### src/rtl/jtopl_pg_acc.sv
// Phase accumulator: scales the per-slot pure increment by MULT and accumulates a 19-bit phase per slot.
// Optional macro JTOPL_PG_HOLD_EN adds a pg_hold input that freezes the slot phase for the tick.
module jtopl_pg_acc #(
  parameter int NSLOTS = 18
) (
  input  logic        clk,
  input  logic        rst,
  input  logic        cen,
  input  logic [17:0] phinc_pure,
  input  logic [3:0]  mul,
  input  logic        pg_rst,
`ifdef JTOPL_PG_HOLD_EN
  input  logic        pg_hold,
`endif
  output logic        zero,
  output logic [9:0]  phase_op
);

  localparam int SW   = (NSLOTS > 1) ? $clog2(NSLOTS) : 1;
  localparam int PH_W = 19;
  localparam int IN_W = 22;

  // Doubled MULT factor so that mul=0 (x0.5) stays an integer multiply.
  function automatic logic [4:0] mul_x2(input logic [3:0] m);
    case (m)
      4'd0:    mul_x2 = 5'd1;
      4'd1:    mul_x2 = 5'd2;
      4'd2:    mul_x2 = 5'd4;
      4'd3:    mul_x2 = 5'd6;
      4'd4:    mul_x2 = 5'd8;
      4'd5:    mul_x2 = 5'd10;
      4'd6:    mul_x2 = 5'd12;
      4'd7:    mul_x2 = 5'd14;
      4'd8:    mul_x2 = 5'd16;
      4'd9:    mul_x2 = 5'd18;
      4'd10:   mul_x2 = 5'd20;
      4'd11:   mul_x2 = 5'd20;
      4'd12:   mul_x2 = 5'd24;
      4'd13:   mul_x2 = 5'd24;
      default: mul_x2 = 5'd30;
    endcase
  endfunction

  function automatic logic [IN_W-1:0] scale_inc(input logic [17:0] ph, input logic [3:0] m);
    logic [IN_W:0] prod;
    prod = {5'd0, ph} * {18'd0, mul_x2(m)};
    scale_inc = IN_W'(prod >> 1);
  endfunction

  logic [SW-1:0]   slot_p0;
  logic [SW-1:0]   slot_p1;
  logic [IN_W-1:0] inc_m_p1;
  logic            pg_rst_p1;
  logic            hold_p1;
  logic            vld_p1;
  logic [PH_W-1:0] phase [NSLOTS];
  logic [PH_W-1:0] phase_rd;
  logic [PH_W-1:0] nxt_phase;

  // Stage 0 -> 1: slot counter and multiplied increment
  always_ff @(posedge clk or posedge rst) begin
    if (rst) begin
      slot_p0   <= '0;
      slot_p1   <= '0;
      inc_m_p1  <= '0;
      pg_rst_p1 <= 1'b0;
      vld_p1    <= 1'b0;
    end else if (cen) begin
      slot_p0   <= (slot_p0 == SW'(NSLOTS - 1)) ? '0 : slot_p0 + SW'(1);
      slot_p1   <= slot_p0;
      inc_m_p1  <= scale_inc(phinc_pure, mul);
      pg_rst_p1 <= pg_rst;
      vld_p1    <= 1'b1;
    end
  end

`ifdef JTOPL_PG_HOLD_EN
  always_ff @(posedge clk or posedge rst) begin
    if (rst)      hold_p1 <= 1'b0;
    else if (cen) hold_p1 <= pg_hold;
  end
`else
  assign hold_p1 = 1'b0;
`endif

  always_comb begin
    phase_rd  = phase[slot_p1];
    nxt_phase = 19'({3'd0, phase_rd} + inc_m_p1);
    if (pg_rst_p1)
      nxt_phase = '0;
    else if (hold_p1)
      nxt_phase = phase_rd;
  end

  // Stage 1 -> 2: accumulate, write back and present the phase
  // vld_p1 keeps the first post-reset tick from emitting a stale slot-0 result.
  always_ff @(posedge clk or posedge rst) begin
    if (rst) begin
      for (int i = 0; i < NSLOTS; i++) phase[i] <= '0;
      phase_op <= '0;
      zero     <= 1'b0;
    end else if (cen && vld_p1) begin
      phase[slot_p1] <= nxt_phase;
      phase_op       <= nxt_phase[18:9];
      zero           <= (slot_p1 == '0);
    end
  end

endmodule

### config.mk
export PLATFORM = sky130hd
export DESIGN_NAME = jtopl_pg_acc
export DESIGN_NICKNAME = d
export VERILOG_FILES = /design/src/rtl/jtopl_pg_acc.sv
export SDC_FILE = /design/constraint.sdc
export NUM_CORES = 1
export LEC_CHECK = 0
export CAP_MARGIN = 5
export CORE_ASPECT_RATIO = 0.75
export CORE_MARGIN = 3
export CORE_UTILIZATION = 63
export CTS_CLUSTER_DIAMETER = 100
export DETAILED_ROUTE_END_ITERATION = 16
export PLACE_DENSITY = 0.85
export REMOVE_ABC_BUFFERS = 1
export SLEW_MARGIN = 20
export SYNTH_ARGS = -nofsm -noshare
export SYNTH_HDL_FRONTEND = slang
export SYNTH_SLANG_ARGS = --single-unit
### constraint.sdc
create_clock -name clk -period 17.1 [get_ports clk]
set_input_delay 2.565 -clock clk [delete_from_list [all_inputs] [get_ports clk]]
set_output_delay 2.565 -clock clk [all_outputs]
set_load 0.1 [all_outputs]
==> flow_summary.json, run 1 <==
{
  "post-cts-setup-buffers": 0,
  "avgRoutedWirePerCell_um": 21.1,
  "worst-path-buf-inv": 2,
  "p_leak_nw": 9.86,
  "relSlewSlack": 0.208,
  "via_per_inst": 6.40,
  "dr.pass1.iters": 5,
  "clock-sinks": 384,
  "ctsLongestPathBuffers": 3,
  "slew_violations": 0,
  "start_util": 0.651,
  "setup_viol": 0,
  "die_area_um2": 33900,
  "synth-edff-count": 0,
  "worst_path_largest_cell_delay_ns": 0.89,
  "area_delta_synth_final_pct": 8.38,
  "die_w_um": 212,
  "crit_family": "compound AO/OA/AOI/OAI gates",
  "avgSynthCellArea_um2": 9.97,
  "fill_cells": 2200,
  "place_inst": 2320,
  "post-route-min-period_ns": 7.13,
  "cts_resized": 0,
  "yosysSeqAreaShare": 0.481,
  "cp_slowest_cell": "clkdlybuf4s50_1",
  "finalPower_mw": 4.21,
  "worstHoldPathType": "reg2reg",
  "p_per_area_nw_per_um2": 194,
  "ys_ff_latch": 384,
  "synth_cells": 2006,
  "io_pins": 37,
  "fp.coreArea_um2": 30700,
  "antenna_found_initial": 0,
  "cpMostUsedCell": "fa_1",
  "worst_slew_pin_slew_ns": 1.19,
  "critPathRequiredTime_ns": 17.52,
  "setup_tns_ns": 0,
  "swShare": 0.431,
  "final_cell_mix": "nand2_1 (490), dfrtp_1 (382), o21ai_0 (368), mux4_2 (74), inv_1 (73)",
  "cts_max_level": 2,
  "synth_cell_types": 63,
  "clock_latency_ns": 0.54,
  "p_clk_frac": 0.186,
  "drt-initial-drc-count": 1707,
  "clock-root-buffer": "clkbuf_16",
  "yosys-top-cells-area": "dfrtp_1 (48%), nand2_1 (9.3%), o21ai_0 (9.2%), mux4_2 (8.3%), fa_1 (4.7%)",
  "grt_setup_unrepaired": "false",
  "hold_buffers": 0,
  "io_buffers": 36,
  "totalWireLength_um": 50200,
  "synth_area_um2": 20000,
  "fin_crit_sh": 0.417,
  "async_flop_share": 1.00,
  "power_switching_mw": 1.81,
  "synth_top_area_frac": 0.481,
  "path_clk_slew_ns": 0.07,
  "synth.yosys.warnings": 0,
  "cap_violations": 0,
  "critPathLaunchType": "input port",
  "grt_pass1_vias": 15600,
  "p_int_mw": 2.39,
  "cts_tree": "built",
  "drive_gt1_frac": 0.107,
  "critPathKind": "in2reg",
  "drc": 0,
  "pwr-share-seq": 0.354,
  "cts_buffers": 35,
  "grt_first_pass_wirelength_um": 81800,
  "grt_start_max_net_pins": 183,
  "path_cells": "clkdlybuf4s50_1 > o21ai_0 > a21oi_2 > nand2b_1 > fa_1 > fa_1 > inv_1 > ha_1 > a21o_1 > a211oi_1 > o21a_1 > o211ai_1 > a31oi_1 > xnor2_1 > mux2_2",
  "peakVddDrop_mv": 0.103,
  "max_freq_mhz": 140,
  "hold_viol_final": 0,
  "final_common_cell": "nand2_1",
  "arrival_ns": 7.54,
  "end_kind": "register",
  "skew_ns": 0.0184,
  "nets": 2075,
  "pwr-share-comb": 0.461,
  "grt_use_total": 0.305,
  "rows": 55,
  "status": "completed",
  "layout.cells.non_filler": 2380,
  "die_h_um": 160,
  "synthFlopType": "dfrtp_1",
  "worstPathMaxFanout": 20,
  "via_count": 15200,
  "place.gp.congestion": 0.917,
  "grt_overflow": 0,
  "drtAntennaViolNets": 0,
  "yosys.area.top_type": "dfrtp_1",
  "diodes": 0,
  "hpwl_um": 31700
}
## sequential cells by signal (all words and copies together) (netlist names)
| signal | flops |
|---|---|
| vld_p1 | 1 |
| phase_op | 10 |
| inc_m_p1 | 19 |
| pg_rst_p1 | 1 |
| zero | 1 |
| phase | 342 |
| slot_p1 | 5 |
| slot_p0 | 5 |
## layout make-up
cell class              instances  area (µm²)  area share
well taps                     399         499      0.0230
clock inverters                 9         110     0.00508
repair buffers                 65         606      0.0279
clock buffers                  50        1000      0.0463
flip-flops and latches        384        9620       0.444
inverters                      74         285      0.0132
multi-input cells            1399        9550       0.441
## cell usage after synthesis (8+ instances only)
cell type and instances:
inv_1 74, nand2b_1 9, nand2_1 497, a21oi_1 39, o221ai_1 17, clkbuf_1 120, and2_1 43, o21ai_2 10
buf_2 17, mux4_2 74, mux2i_1 22, dfrtp_1 384, a22oi_1 14, a211oi_1 8, a21o_1 15, nor2b_1 16
xnor2_1 19, ha_1 43, o21ai_0 368, nor2_1 32, nand3_1 10, fa_1 47, xor2_1 8, a31oi_1 10
mux2_2 19
## tightest hold or removal path: stages, from the launching register on
cell and delay [ns]:
dfrtp_1 0.34, nand2_1 0.04, o21ai_0 0.06
## cells by family after synthesis
family	share of synthesized area
and+or+nand+nor	0.136
xor gates and xnor gates	0.0118
muxes	0.105
buffers and inverters	0.0443
AOI/OAI and AO/OA	0.148
adders and majority gates	0.0740
DFF	0.481
## stage by stage
step	utilization	cell area, µm²	hold WS, ns	worst slack [ns]
final	0.706	21700	0.478	9.97
after global routing	0.706	21700	0.499	9.71
after CTS	0.705	21600	0.479	10.04
after detailed placement	0.669	20500	0.465	9.51
after global placement	0.668	20500	0.456	9.30
after floorplan	-	19400	0.442	3.86
## worst paths after layout
kind / slack, ns / from / to / cells past startpoint
setup / recovery: 9.97 / mul[2] / inc_m_p1[15] / 15
hold / removal: 0.48 / phase[270] / phase[270] / 2
setup reg to reg: 11.01 / slot_p1[0] / phase[149] / 15
hold reg to reg: 0.48 / phase[270] / phase[270] / 2
max in group asynchronous: 12.95 / rst / slot_p1[3] / 3
min in group asynchronous: 2.59 / rst / phase[311] / 2
## routing by layer
metal | part of all wire | wire, µm | global-route usage | vias up
met5 | 0 | 0 | 0 | -
met4 | 0.029 | 1440 | 0.102 | 0
met3 | 0.083 | 4180 | 0.0717 | 133
met2 | 0.46 | 23100 | 0.466 | 667
met1 | 0.43 | 21400 | 0.437 | 7658
li1 | - | - | - | 6763
## power groups by stage
stage / registers [mW] / logic, mW / clock network (mW)
finish: 1.49 / 1.94 / 0.782
detailed placement: 1.49 / 1.89 / 0
global route: 1.52 / 2.14 / 0.826
global placement: 1.46 / 1.82 / 0
floorplan: 1.55 / 1.26 / 0
CTS: 1.48 / 1.91 / 0.786
(Power assumes the default switching activity.)
==> inputs of run 2 (changes only) <==
Clock period 17.1 ns to 6.9 ns, I/O delays scaled along.
==> run 2 against run 1 <==
Against the previous run: sequential power grew to 2.5 times the previous value; non-clock buffer count down 1; highest routed layer unchanged; utilization increased by 0.10 points; critical path depth unchanged; clock skew down 0.0011 ns.
==> flow_summary.json, run 2 (same netlist as run 1, synthesis figures left out) <==
{
  "area_delta_synth_final_pct": 8.54,
  "io_pins": 37,
  "path_cells": "clkdlybuf4s50_1 > and2_1 > fa_1 > fa_1 > inv_1 > fa_1 > inv_1 > ha_1 > o21ai_0 > nor2b_1 > or3b_2 > o21ai_0 > a21oi_1 > xnor2_1 > mux2_2",
  "ctsLongestPathBuffers": 3,
  "path_clk_slew_ns": 0.06,
  "stdcell_area_um2": 21700,
  "m1WireLength_um": 21700,
  "status": "completed",
  "met3WireLength_um": 4410,
  "grt_pass1_vias": 15200,
  "grt_first_pass_wirelength_um": 81700,
  "cts_max_level": 2,
  "worst_path_largest_cell_delay_ns": 0.89,
  "nets": 2075,
  "drtAntennaViolNets": 0,
  "die_h_um": 160,
  "hold_buffers": 0,
  "die_w_um": 212,
  "post-route-min-period_ns": 5.34,
  "setup_ws_ns": 1.56,
  "worst_slew_pin_slew_ns": 0.981,
  "placed_area_um2": 20500,
  "pwr-share-seq": 0.356,
  "hpwl_um": 31700,
  "grt_start_max_net_pins": 157,
  "critPathKind": "in2reg",
  "grt_use_total": 0.304,
  "arrival_ns": 5.74,
  "dp_slack_ns": 1.10,
  "setup_viol": 0,
  "finalPower_mw": 10.5,
  "grt_overflow": 0,
  "final_common_cell": "nand2_1",
  "dr_wl_met2_um": 23100,
  "seq_area_um2": 9620,
  "post-cts-setup-buffers": 0,
  "max_freq_mhz": 187,
  "cp_slowest_cell": "clkdlybuf4s50_1",
  "crit_family": "adder cells",
  "pwr-share-comb": 0.457,
  "die_area_um2": 33900,
  "worst-path-buf-inv": 3,
  "drc": 0,
  "totalWireLength_um": 50300,
  "drt-initial-drc-count": 1664,
  "cap_violations": 0,
  "via_per_inst": 6.35,
  "rows": 55,
  "start_util": 0.651,
  "largest_reg_flops": 342,
  "p_leak_nw": 9.88,
  "final_cell_mix": "nand2_1 (490), dfrtp_1 (382), o21ai_0 (368), mux4_2 (74), inv_1 (73)",
  "skew_ns": 0.0173,
  "critPathLaunchType": "input port",
  "fp.coreArea_um2": 30700,
  "p_per_area_nw_per_um2": 482,
  "final_util": 0.707,
  "drive_gt1_frac": 0.109,
  "power_switching_mw": 4.50,
  "critPathRequiredTime_ns": 7.30,
  "fill_cells": 2139,
  "relSlewSlack": 0.344,
  "multiInputGateArea_um2": 9560,
  "cts_tree": "built",
  "end_kind": "register",
  "clock-root-buffer": "clkbuf_16",
  "slew_violations": 0,
  "grt_setup_unrepaired": "false",
  "cts_buffers": 36,
  "cts_resized": 0,
  "peakVddDrop_mv": 0.291,
  "p_int_mw": 5.96,
  "p_clk_frac": 0.186,
  "hold_viol_final": 0,
  "cpMostUsedCell": "fa_1",
  "dr.pass1.iters": 6,
  "fin_crit_sh": 0.774,
  "clock_latency_ns": 0.53,
  "top_regs": "phase: 342 flops, inc_m_p1: 19 flops, phase_op: 10 flops",
  "swShare": 0.430,
  "via_count": 15100,
  "setup_tns_ns": 0,
  "place.gp.congestion": 0.923,
  "top_register": "phase",
  "antenna_found_initial": 1,
  "avgRoutedWirePerCell_um": 21.1,
  "worstPathMaxFanout": 21,
  "worstHoldPathType": "reg2reg",
  "clock-sinks": 384,
  "routed.top_layer": "met4",
  "io_buffers": 36
}
-- run 2: path summary, 6_finish.rpt --
path	slack, ns	startpoint	depth (start not counted)	end
min reg2reg	0.48	phase[139]	2	phase[139]
max	1.56	mul[1]	15	inc_m_p1[13]
min	0.48	phase[139]	2	phase[139]
max reg2reg	1.60	slot_p1[0]	12	phase[93]
max in group asynchronous	4.43	rst	3	slot_p1[0]
min in group asynchronous	1.04	rst	2	phase[122]
-- run 2: through the flow --
stage	instances	hold WS (ns)
floorplan	1857	0.442
global placement	2320	0.456
detailed placement	2320	0.465
CTS	2381	0.480
global route	2381	0.489
finish	2382	0.475
-- run 2: worst min-delay path, delay by kind of cell (launching register included) --
family	cells	cell delay, ns
simple gates	1	0.04
flops	1	0.34
compound gates	1	0.06
-- run 2: area by class of cell --
cell class | count | area share
Antenna cell | 1 | 0.000115
Clock buffer | 50 | 0.0486
Clock inverter | 11 | 0.00386
Inverter | 74 | 0.0131
Multi-Input combinational cell | 1399 | 0.440
Sequential cell | 384 | 0.443
Tap cell | 399 | 0.0230
Timing Repair Buffer | 64 | 0.0278
-- run 2: layer usage --
layer,vias up,GRT usage
met4,0,0.0782
met3,112,0.0623
met2,647,0.466
met5,-,0
li1,6761,-
met1,7599,0.451
-- run 2: power groups by stage --
stage / clock network, mW / registers, mW / logic [mW]
after global routing: 2.06 / 3.81 / 5.25
after floorplan: 0 / 3.85 / 3.12
after CTS: 1.96 / 3.71 / 4.69
final: 1.95 / 3.73 / 4.78
after detailed placement: 0 / 3.73 / 4.64
after global placement: 0 / 3.66 / 4.47
==> inputs of run 3 (changes only) <==
Clock period 6.9 ns to 5 ns, I/O delays scaled along.
==> run 3 against run 2 <==
Against the previous run: clock-buffer cell count up 1; critical endpoint unchanged; flip-flop and latch count unchanged; clock power up 41%; largest cell class unchanged; worst hold slack worse by 0.00078 ns; largest power group unchanged; global-route usage up 0.85 points; combinational power up 46%.
==> flow_summary.json, run 3 (same netlist as run 1, synthesis figures left out) <==
{
  "arrival_ns": 5.07,
  "nets": 2116,
  "diodes": 0,
  "p_leak_nw": 10.1,
  "stdcell_area_um2": 22100,
  "dr.pass1.iters": 7,
  "hold_buffers": 0,
  "ctsLongestPathBuffers": 3,
  "layout.cells.non_filler": 2423,
  "whs_ns": 0.474,
  "die_w_um": 212,
  "final_cell_mix": "nand2_1 (495), dfrtp_1 (382), o21ai_0 (368), mux4_2 (74), inv_1 (73)",
  "place.gp.congestion": 0.967,
  "die_h_um": 160,
  "post-route-min-period_ns": 4.66,
  "status": "completed",
  "top_register": "phase",
  "worst_r2r_endpoint": "phase[110]",
  "totalWireLength_um": 51800,
  "grt_pass1_vias": 15800,
  "cap_violations": 0,
  "largest_reg_flops": 342,
  "grt_setup_unrepaired": "false",
  "drive_gt1_frac": 0.123,
  "cts_buffers": 37,
  "met3WireLength_um": 5330,
  "fp.coreArea_um2": 30700,
  "skew_ns": 0.0238,
  "worst_slew_pin_slew_ns": 0.994,
  "io_buffers": 36,
  "clock-sinks": 384,
  "die_area_um2": 33900,
  "rr_worst_depth": 14,
  "p_per_area_nw_per_um2": 670,
  "max_freq_mhz": 215,
  "peakVddDrop_mv": 0.430,
  "grt_use_total": 0.312,
  "grt_first_pass_wirelength_um": 83700,
  "fill_cells": 2092,
  "top_regs": "phase: 342 flops, inc_m_p1: 19 flops, phase_op: 10 flops",
  "rrSetupSlack_ns": 0.38,
  "r2r-start": "slot_p1[0]",
  "dp_slack_ns": -0.170,
  "critPathRequiredTime_ns": 5.42,
  "finalPower_mw": 14.8,
  "start_util": 0.651,
  "via_count": 15500,
  "hold_viol_final": 0,
  "routed.top_layer": "met4",
  "worstSetupEndpoint": "inc_m_p1[13]",
  "rows": 55,
  "relSlewSlack": 0.335,
  "cts_resized": 0,
  "clock-root-buffer": "clkbuf_16",
  "antenna_found_initial": 0,
  "clock_latency_ns": 0.54,
  "placed_area_um2": 20900,
  "avgRoutedWirePerCell_um": 21.4,
  "critPathLaunchType": "input port",
  "cts_tree": "built",
  "place_inst": 2358,
  "worstHoldPathType": "reg2reg",
  "io_pins": 37,
  "via_per_inst": 6.38,
  "grt_start_max_net_pins": 137,
  "m1WireLength_um": 21200,
  "setup_viol": 0,
  "area_delta_synth_final_pct": 10.4,
  "path_clk_slew_ns": 0.06,
  "post-cts-setup-buffers": 0,
  "end_kind": "register",
  "setup_ws_ns": 0.341,
  "drc": 0,
  "drtAntennaViolNets": 0,
  "final_common_cell": "nand2_1",
  "setup_tns_ns": 0,
  "drt-initial-drc-count": 1820,
  "grt_overflow": 0,
  "final_util": 0.719,
  "dr_wl_met2_um": 23800,
  "slew_violations": 0,
  "worstPathMaxFanout": 21,
  "fin_crit_sh": 0.932,
  "cts_max_level": 2,
  "crit_start": "mul[1]",
  "critPathKind": "in2reg",
  "hpwl_um": 33600
}
[run 3: changes by cell type in the layout (fill, tap and decap cells not counted), sizes merged]
cell	change
bufinv	+1
clkinv	-3
diode	-1
clkbuf	+1
inv	+3
buf	+40
[run 3: worst min path at each step]
stage          startpoint          to  slack (ns)  cells past startpoint
2_1_floorplan  phase[170]  phase[170]        0.44                      2
3_5_place_dp   phase[205]  phase[205]        0.46                      2
5_1_grt        phase[268]  phase[268]        0.49                      2
4_1_cts        phase[205]  phase[205]        0.48                      2
3_3_place_gp   phase[170]  phase[170]        0.45                      2
6_report       phase[232]  phase[232]        0.47                      2
[run 3: critical path, cell delays in order]
cell	delay (ns)
clkdlybuf4s50_1	0.51
buf_12	0.16
and2_1	0.16
fa_1	0.46
fa_1	0.55
inv_1	0.05
fa_1	0.53
inv_1	0.04
ha_1	0.29
o21ai_0	0.12
nor2b_1	0.16
or3b_2	0.51
o21ai_0	0.25
a21oi_1	0.14
xnor2_1	0.13
mux2_2	0.27
[run 3: per-layer routing]
layer / vias up / global-route usage
li1: 6867 / -
met1: 7730 / 0.448
met2: 742 / 0.478
met3: 131 / 0.0764
met4: 0 / 0.0992
met5: - / 0
[run 3: report_power, final]
group | internal [mW] | switching, mW | leakage, nW | total [mW]
clock network | 1.56 | 1.18 | 0.579 | 2.74
logic | 2.59 | 4.40 | 4.45 | 6.99
registers | 4.28 | 0.781 | 5.07 | 5.06
[run 3: layout make-up]
type	count	area, µm²	area share
Clock buffer	51	1040	0.0470
Inverter	74	285	0.0129
Clock inverter	12	124	0.00561
Timing Repair Buffer	104	998	0.0452
Sequential cell	384	9620	0.436
Tap cell	399	499	0.0226
Multi-Input combinational cell	1399	9520	0.431
